[src/rtl/rr_prio_arbiter.sv]
// Registered N-way arbiter: search starts at a loadable pointer, optional
// round-robin rotation, grant held until request drops or MAX_HOLD expires.
module rr_prio_arbiter #(
    parameter int N        = 16,
    parameter int IDXW     = 4,
    parameter int MAX_HOLD = 0
) (
    input  logic            clk,
    input  logic            rst,
    input  logic [N-1:0]    req,
    input  logic            mode,
    input  logic [IDXW-1:0] pri_in,
    input  logic            pri_load,
    output logic            grant_valid,
    output logic [IDXW-1:0] grant_idx,
    output logic [N-1:0]    grant_onehot,
    output logic            zero,
    output logic            timeout
);

    typedef enum logic {IDLE, GRANTED} state_t;

    localparam logic [15:0] HOLD_LAST = 16'((MAX_HOLD == 0) ? 0 : MAX_HOLD - 1);

    state_t          state;
    logic [IDXW-1:0] ptr;
    logic [15:0]     hold_cnt;

    logic [IDXW-1:0] win;
    logic [IDXW-1:0] pri_mod;
    logic [IDXW-1:0] ptr_rot;
    logic            own_req;
    logic            hold_expired;

    // Circular search from ptr; the first set bit in ascending order wins.
    always_comb begin
        logic found;
        win   = '0;
        found = 1'b0;
        for (int k = 0; k < N; k++) begin
            int j;
            j = int'(ptr) + k;
            if (j >= N) j = j - N;
            if (!found && req[j]) begin
                win   = IDXW'(j);
                found = 1'b1;
            end
        end
    end

    // pri_in is always < 2N, so one conditional subtract gives the modulo.
    assign pri_mod      = (int'(pri_in) >= N) ? pri_in - IDXW'(N) : pri_in;
    assign ptr_rot      = (int'(grant_idx) == N - 1) ? '0 : grant_idx + 1'b1;
    assign own_req      = req[grant_idx];
    assign hold_expired = (MAX_HOLD != 0) && (hold_cnt == HOLD_LAST);

    always_ff @(posedge clk or posedge rst) begin
        if (rst) begin
            state        <= IDLE;
            ptr          <= '0;
            hold_cnt     <= '0;
            grant_valid  <= 1'b0;
            grant_idx    <= '0;
            grant_onehot <= '0;
            zero         <= 1'b1;
            timeout      <= 1'b0;
        end else begin
            zero    <= (req == '0);
            timeout <= 1'b0;
            case (state)
                IDLE: begin
                    if (req != '0) begin
                        grant_valid  <= 1'b1;
                        grant_idx    <= win;
                        grant_onehot <= N'(1) << win;
                        hold_cnt     <= '0;
                        state        <= GRANTED;
                    end else begin
                        grant_valid  <= 1'b0;
                        grant_onehot <= '0;
                    end
                end
                GRANTED: begin
                    if (!own_req || hold_expired) begin
                        grant_valid  <= 1'b0;
                        grant_onehot <= '0;
                        timeout      <= own_req;
                        state        <= IDLE;
                        if (mode) ptr <= ptr_rot;
                    end else begin
                        hold_cnt <= hold_cnt + 16'd1;
                    end
                end
                default: state <= IDLE;
            endcase
            // A load overrides any rotation decided above on the same edge.
            if (pri_load) ptr <= pri_mod;
        end
    end

endmodule

[config.mk]
export PLATFORM = sky130hd
export DESIGN_NAME = rr_prio_arbiter
export DESIGN_NICKNAME = d
export VERILOG_FILES = /design/src/rtl/rr_prio_arbiter.sv
export SDC_FILE = /design/constraint.sdc
export NUM_CORES = 1
export LEC_CHECK = 0
export BUFFER_PORTS_ARGS = -buffer_cell sky130_fd_sc_hd__buf_4
export CORE_ASPECT_RATIO = 1.1
export CORE_MARGIN = 4
export CORE_UTILIZATION = 53
export CTS_BUF_LIST = sky130_fd_sc_hd__clkbuf_8
export DETAILED_ROUTE_END_ITERATION = 12
export HOLD_SLACK_MARGIN = 0.06
export PLACE_DENSITY = 0.8
export SYNTH_ARGS = -nofsm -noshare
export SYNTH_HDL_FRONTEND = slang
export SYNTH_SLANG_ARGS = --single-unit
export TNS_END_PERCENT = 50
[constraint.sdc]
create_clock -name clk -period 5.46 [get_ports clk]
set_input_delay 0.546 -clock clk [delete_from_list [all_inputs] [get_ports clk]]
set_output_delay 0.546 -clock clk [all_outputs]
set_load 0.01 [all_outputs]
Word level (Yosys, flattened, before mapping)
Cells that the tools add are included.

$add $sub $neg: 32. Order comparisons: 33. Eq/ne operators: 3. Shifts and indexed selects: 1. Muxes and demuxes: 110. Bitwise gates (word level): 1. Reduce and logical (&&, ||, !) cells: 36.

Operator list (count): less-than comparator 32 x 6 -> 1 bit, second input constant (16); 2-to-1 mux 32 bit (16); subtractor 5 x 5 -> 6 bit, second input constant (15); 2-to-1 mux 4 bit (21); greater-or-equal comparator 5 bit, second input constant (15); binary-select mux 1 bit (select 4 bit) (17); 2-to-1 mux 1 bit (51); adder 4 x 4 -> 5 bit, second input constant (8); 2-to-1 mux 16 bit (2); case mux 16 bit (2 select lines) (1); adder 4 x 3 -> 5 bit, second input constant (4); logical NOT 16 bit (1); nonzero test 16 bit (1); << shifter 1 x 4 -> 16 bit, first input constant (1); logical AND 1 bit (15); logical NOT 1 bit (15); adder 4 x 2 -> 5 bit, second input constant (2); subtractor 4 x 5 -> 6 bit, second input constant (1); adder 4 x 1 -> 5 bit, second input constant (1); greater-or-equal comparator 4 x 5 -> 1 bit, second input constant (1); less-than comparator 4 x 5 -> 1 bit, second input constant (1); adder 4 x 1 -> 4 bit, second input constant (1); == test 4 x 1 -> 1 bit, second input constant (1); inequality test 2 bit, second input constant (2); other kinds (5) (7).

Bits in registers: 27. Bits of input ports: 24. Output and inout bits: 23. Word-level logic and storage cells: 222.

Logic depth before layout (Yosys ltp)
Gate-level depths: netlist of run 1.

Depth after elaboration: 54. Mapped depth: 17. Mapped depth without buffers: 12.

Least setup slack after synthesis of run 1
No wires, ideal clock.

Path type: reg-to-reg. From: register ptr[1]. To: register grant_onehot[15]. Library setup time: 0.121 ns. Data arrival time: 3.912 ns. Data required time: 5.339 ns. Setup slack: 1.427 ns. Cell stages (with the launch flop): 17. Path buffers: 4. Clock period less this slack: 4.033 ns. Cells stage by stage: dfrtp_1 -> clkbuf_1 -> buf_2 -> inv_1 -> ha_1 -> buf_2 -> buf_4 -> mux4_2 -> mux2i_1 -> mux2_2 -> and4_4 -> a311oi_1 -> o31ai_2 -> o221ai_2 -> a211oi_4 -> nor2_1 -> a22o_1.

Cells in the longest elaborated chain, start to end: 54. Elaborated cells between the ends (all ways): 175.

RTL lines: from (decl) (RTL line 26) `logic [IDXW-1:0] ptr;`; from (signal assigned) (RTL line 89) `if (mode) ptr <= ptr_rot;`; from (signal assigned) (RTL line 97) `if (pri_load) ptr <= pri_mod;`; branches (longest 50 deep; another with subtractor 5 x 5 -> 6 bit); 2-to-1 mux 4 bit * (RTL line 44) `if (!found && req[j]) begin`; << shifter 1 x 4 -> 16 bit * (RTL line 75) `grant_onehot <= N'(1) << win;`; 2-to-1 mux 16 bit * (RTL line 72) `if (req != '0) begin`; case mux 16 bit (2 select lines) * (RTL line 70) `case (state)`; to (signal assigned) (RTL line 75); to (decl) (RTL line 16) `output logic [N-1:0] grant_onehot,`.

Mark *: on every way between the ends. The select of a mux whose other input is x is not followed. A chain may end at the register's enable or synchronous reset.

Worst setup path in the final report of run 1
From: register ptr[0]. To: register grant_onehot[11].

Same word-level chain as after synthesis.

==> results.toml, run 1 <==
[status]
status = "complete, no violations"

[run]
drv_cap = 0

[timing]
fmax_mhz = 229
worst_pin_slew_ps = 1010
final_hold_viol_count = 0
setup_violations = 0
rsz0062_at_grt = "false"
finalClockSkew_ps = 9.03
whs_ps = 500
slew_viol_final = 0
min_period_ps = 4360
slew_headroom_pct = 32.8
setup_tns_ps = 0
fin_crit_sh_pct = 79.9

[drt]
dr.pass1.iters = 5
ant_nets = 0
viasPerCell = 6.77
wirelength_mm = 9.82
drc_errors = 0
vias = 3270
drt_iter0_markers = 410
wl_per_cell_microns = 20.3

[clock_tree]
cts_tree = "yes"
cts_inserted_buffers = 3
cts.sinks = 27
root_buffer = "clkbuf_8"
post_cts_resized = 0
post_cts_buffers = 0
clk_pin_slew_ps = 100
clock_path_buffers = 2
clock_latency_ps = 270
ctsHoldBuffers = 0
h-tree-depth = 1

[yosys]
ys_seq_area_share_pct = 19.7
synth_edf_count = 0
ys_types = 73
synth_top_area_share_pct = 18.9
synth-seq-cells = 27
synthFlopType = "dfrtp_1"
avgSynthCellArea_sq_um = 9.34
synth_commonest_cells = "44 x nand2_1, 38 x mux2i_1, 26 x dfrtp_1"
synthCells = 368
synth_nets = 400
yosysWarnings = 0
synthesis.area_sq_mm = 0.00344
synth_area_leaders = "dfrtp_1 19%, mux4_2 16%, mux2i_1 11%, nand2_1 4.8%, mux2_2 4.3%"
yosysMostFrequentCell = "nand2_1"
yosysTopAreaCell = "dfrtp_1"
async_flop_share_pct = 100

[place]
numPortBuffers = 45
hpwl_mm = 7.65
dpl-instance-area_sq_mm = 0.00382
gp_congestion = 1.04

[die]
dieArea_sq_mm = 0.00784
num_rows = 30
start_util_pct = 55.2
dieWidth_microns = 84.8
coreArea_sq_mm = 0.00623
die_y_microns = 92.5
num_io_pins = 47

[grt]
grt_pass1_wl_mm = 16.3
overflow = 0
grt_antenna_before_repair = 0
track_usage_pct = 25.4
grt_max_degree = 28
grt_pass1_vias = 3258

[min_path]
hold_class = "primary input to asynchronous set/reset pin"

[layout]
seq_area_sq_um = 677
fill_cells = 540
multi_input_area_sq_mm = 0.00261
layout-drive-gt1-share_pct = 28.5
nets = 436
synthToLayoutAreaGrowth_pct = 12.6
diodes = 0
final_cell_area_sq_mm = 0.00387

[setup_path]
critical_path_class = "register to register"
worstPathArrival_ps = 4580
regToRegStartpoint = "ptr[0]"
startpoint = "ptr[0]"
critPathCaptureType = "register"
crit_required_ps = 5680
path_max_fanout = 21
cp-start-kind = "register"
==> cell usage in the layout, fill, tap and decap left out, types with 3 or more instances in the layout <==
cell type,netlist,routed
o22ai_1,4,4
mux2i_1,38,38
mux4_2,24,24
nor4_1,4,4
a22oi_1,3,3
nor2_1,16,16
nand2b_1,6,6
inv_1,8,8
ha_1,8,8
a21oi_1,18,18
o31ai_1,3,3
o21ai_1,10,10
clkbuf_8,0,3
buf_4,3,52
xnor2_1,9,9
and3_1,4,4
o21ai_0,24,24
a31oi_1,3,3
mux2_2,13,13
dfrtp_1,26,26
o211ai_1,4,4
nand3_1,6,6
nand2_1,44,44
nor3_1,3,3
a22o_1,9,9
==> logic make-up after synthesis <==
group	count (synthesis)	share of synthesized area, %
AO/OA/AOI/OAI	107	21.8
AND/OR/NAND/NOR	106	16.8
multiplexers	76	31.8
buffers and inverters	33	4.37
flip-flops	27	19.7
XOR/XNOR	10	2.55
adder cells (fa/ha/maj)	8	2.91
other	1	0.109
==> registers in the layout, indices dropped and copies added (netlist names) <==
signal / count
grant_valid: 1
zero: 1
grant_idx: 4
ptr: 4
state: 1
grant_onehot: 16
==> per-layer routing <==
layer	track usage, %	share of wire, %	vias up
li1	-	-	1492
met1	31.9	39	1559
met2	42.8	49	177
met3	4.36	7.6	42
met4	11.1	4.2	0
met5	0	0	-
==> final timing paths <==
path | endpoint | slack (ps) | cells past startpoint
max | grant_onehot[11] | 1100 | 12
min | grant_onehot[13] | 500 | 2
max reg2reg | grant_onehot[11] | 1100 | 12
min reg2reg | grant_valid | 500 | 1
max in group asynchronous | grant_onehot[5] | 4330 | 2
min in group clk | grant_valid | 500 | 1
==> critical path, stage by stage, from the launching register on <==
cell and delay [ps]:
dfrtp_1 370, buf_4 310, ha_1 270, xor2_1 650
mux2i_1 270, mux2i_1 680, a21boi_0 200, or2_2 310
a31o_2 240, a221oi_1 310, o32a_2 330, nor2b_1 220
a22o_1 150
==> final cells by class <==
cell class / instances / area share [%]
inverters: 12 / 1.16
clock buffers: 3 / 1.07
flip-flops and latches: 27 / 17.5
well taps: 80 / 2.59
multi-input cells: 308 / 67.4
clock inverters: 1 / 0.194
repair buffers: 52 / 10.1
==> stage by stage <==
stage,cells,setup WS [ps],utilization (%)
after global routing,483,807,62.1
after floorplan,368,1430,-
after detailed placement,479,1180,61.3
final,483,1100,62.1
after CTS,483,1170,62.1
after global placement,479,1260,61.3
Power of run 1 is left out: the tool's default activity adds up to more than one toggle a clock period on the data nets, which glitch-free logic cannot reach.
==> run 2, diff against run 1 <==
PLACE_DENSITY = 0.83   (was 0.8)
clock period = 3.6 ns   (was 5.46 ns; I/O delays follow)
==> run 2 against run 1 <==
The flow now finishes with violations (negative setup slack). Via count up 29%. Utilization increased by 16 points. Final cell count increased by 15%. Worst setup slack lost 1300 ps. Clock skew decreased by 7.4 ps. Critical endpoint is now grant_onehot[10]. Largest cell class unchanged.
==> results.toml, run 2 (synthesized netlist as in run 1, its figures left out) <==
[min_path]
min_from = "pri_in[0]"
hold_class = "primary input to register"

[timing]
worst_pin_slew_ps = 1060
setup_violations = 19
finalClockSkew_ps = 1.66
final_hold_viol_count = 0
slew_viol_final = 0
fmax_mhz = 263
rsz0062_at_grt = "true"
min_period_ps = 3800
whs_ps = 308
fin_crit_sh_pct = 106
setup_ws_ps = -203
slew_headroom_pct = 29.1

[status]
violations = "negative setup slack"
status = "finished, violations left"

[setup_path]
critPathCaptureType = "register"
cp-start-kind = "register"
critical_path_class = "register to register"
crit_family = "compound AO/OA/AOI/OAI gates"
worstPathArrival_ps = 3980
critPathBufInv = 3
critPathSlowestCell = "a21boi_0"
crit_required_ps = 3780
regToRegStartpoint = "ptr[1]"
startpoint = "ptr[1]"
slowest_delay_ps = 500
crit_chain = "inv_6, buf_4, ha_1, a21boi_0, xnor2_1, mux2_4, nand2b_4, or4_4, o21ai_4, a21oi_2, o22ai_2, buf_6, nor2_2, a22o_1"
path_max_fanout = 7

[layout]
nets = 509
top_register = "grant_onehot"
largest_register_ffs = 16
reg.largest.list = "grant_onehot (16), grant_idx (4), ptr (4)"
layout_common_cells = "109 x buf_4, 42 x nand2_1, 27 x mux2i_1, 25 x mux4_2, 24 x dfrtp_1"
fill_cells = 353
layout-drive-gt1-share_pct = 49.2
fin_cells = 556
fin_util_pct = 78.5
synthToLayoutAreaGrowth_pct = 42.3
diodes = 0
final_common_cell = "buf_4"

[place]
post-place-cells = 534
gp_congestion = 0.976
numPortBuffers = 45
hpwl_mm = 8.98

[drt]
ant_nets = 0
drc_errors = 0
wl_per_cell_microns = 27.7
dr.pass1.iters = 7
viasPerCell = 7.60
drt_iter0_markers = 766
vias = 4224
wirelength_mm = 15.4

[die]
num_io_pins = 47
dieArea_sq_mm = 0.00784
dieWidth_microns = 84.8
coreArea_sq_mm = 0.00623
die_y_microns = 92.5
num_rows = 30
start_util_pct = 55.2

[clock_tree]
h-tree-depth = 1
clk_pin_slew_ps = 100
cts_inserted_buffers = 3
root_buffer = "clkbuf_8"
cts_tree = "yes"
clock_path_buffers = 2
clock_latency_ps = 280
ctsHoldBuffers = 0
cts.sinks = 27

[grt]
grt_pass1_vias = 3749
grt_pass1_wl_mm = 19.1
track_usage_pct = 30.5
overflow = 0
grt_antenna_before_repair = 0
grt_max_degree = 28

[run]
drv_cap = 0
run 2: changes by cell type in the layout (fill, tap and decap cells not counted), moves of 4 or more:
cell,change
buf_4,+57
buf_6,+12
mux2i_1,-11
mux2i_4,+7
mux2_2,-5
mux2_4,+5
nor2_1,-5
mux2i_2,+4
run 2: timing repair:
item / CTS / global route
buffers inserted: 2 / 14
gates resized for setup: 15 / 66
hold endpoints to repair: 0 / 0
gates cloned: 1 / 1
setup endpoints to repair: 17 / 18
pin swaps: 6 / 21
run 2: worst paths after layout:
check | to | slack, ps | depth (start not counted)
max | grant_onehot[10] | -200 | 14
min | ptr[0] | 310 | 2
max reg2reg | grant_onehot[10] | -200 | 14
min reg2reg | grant_valid | 520 | 1
max in group asynchronous | ptr[0] | 2560 | 2
min in group asynchronous | grant_onehot[10] | 330 | 2
run 2: metal layers:
| metal | global-route usage (%) | routed length (microns) | up-vias |
|---|---|---|---|
| met5 | 0 | 0 | - |
| met4 | 12.4 | 1260 | 0 |
| li1 | - | - | 1641 |
| met2 | 53.6 | 7410 | 446 |
| met3 | 4.00 | 1800 | 149 |
| met1 | 37.6 | 4910 | 1988 |
run 2: area by class of cell:
| type | instances | area, sq um | share of cell area, % |
|---|---|---|---|
| Sequential cell | 27 | 679 | 13.9 |
| Multi-Input combinational cell | 308 | 2960 | 60.5 |
| Clock buffer | 3 | 41.3 | 0.844 |
| Inverter | 12 | 50.0 | 1.02 |
| Clock inverter | 1 | 7.51 | 0.154 |
| Timing Repair Buffer | 125 | 1050 | 21.5 |
| Tap cell | 80 | 100 | 2.05 |
run 2: through the flow:
stage,setup TNS (ps),worst slack (ps),instance area [sq um]
CTS,0,15.8,4470
floorplan,-252,-41.4,3530
global route,-4130,-295,4890
detailed placement,-670,-90.6,4300
finish,-2640,-203,4890
global placement,-17.7,-8.28,4300
Power of run 2 is left out for the same reason.
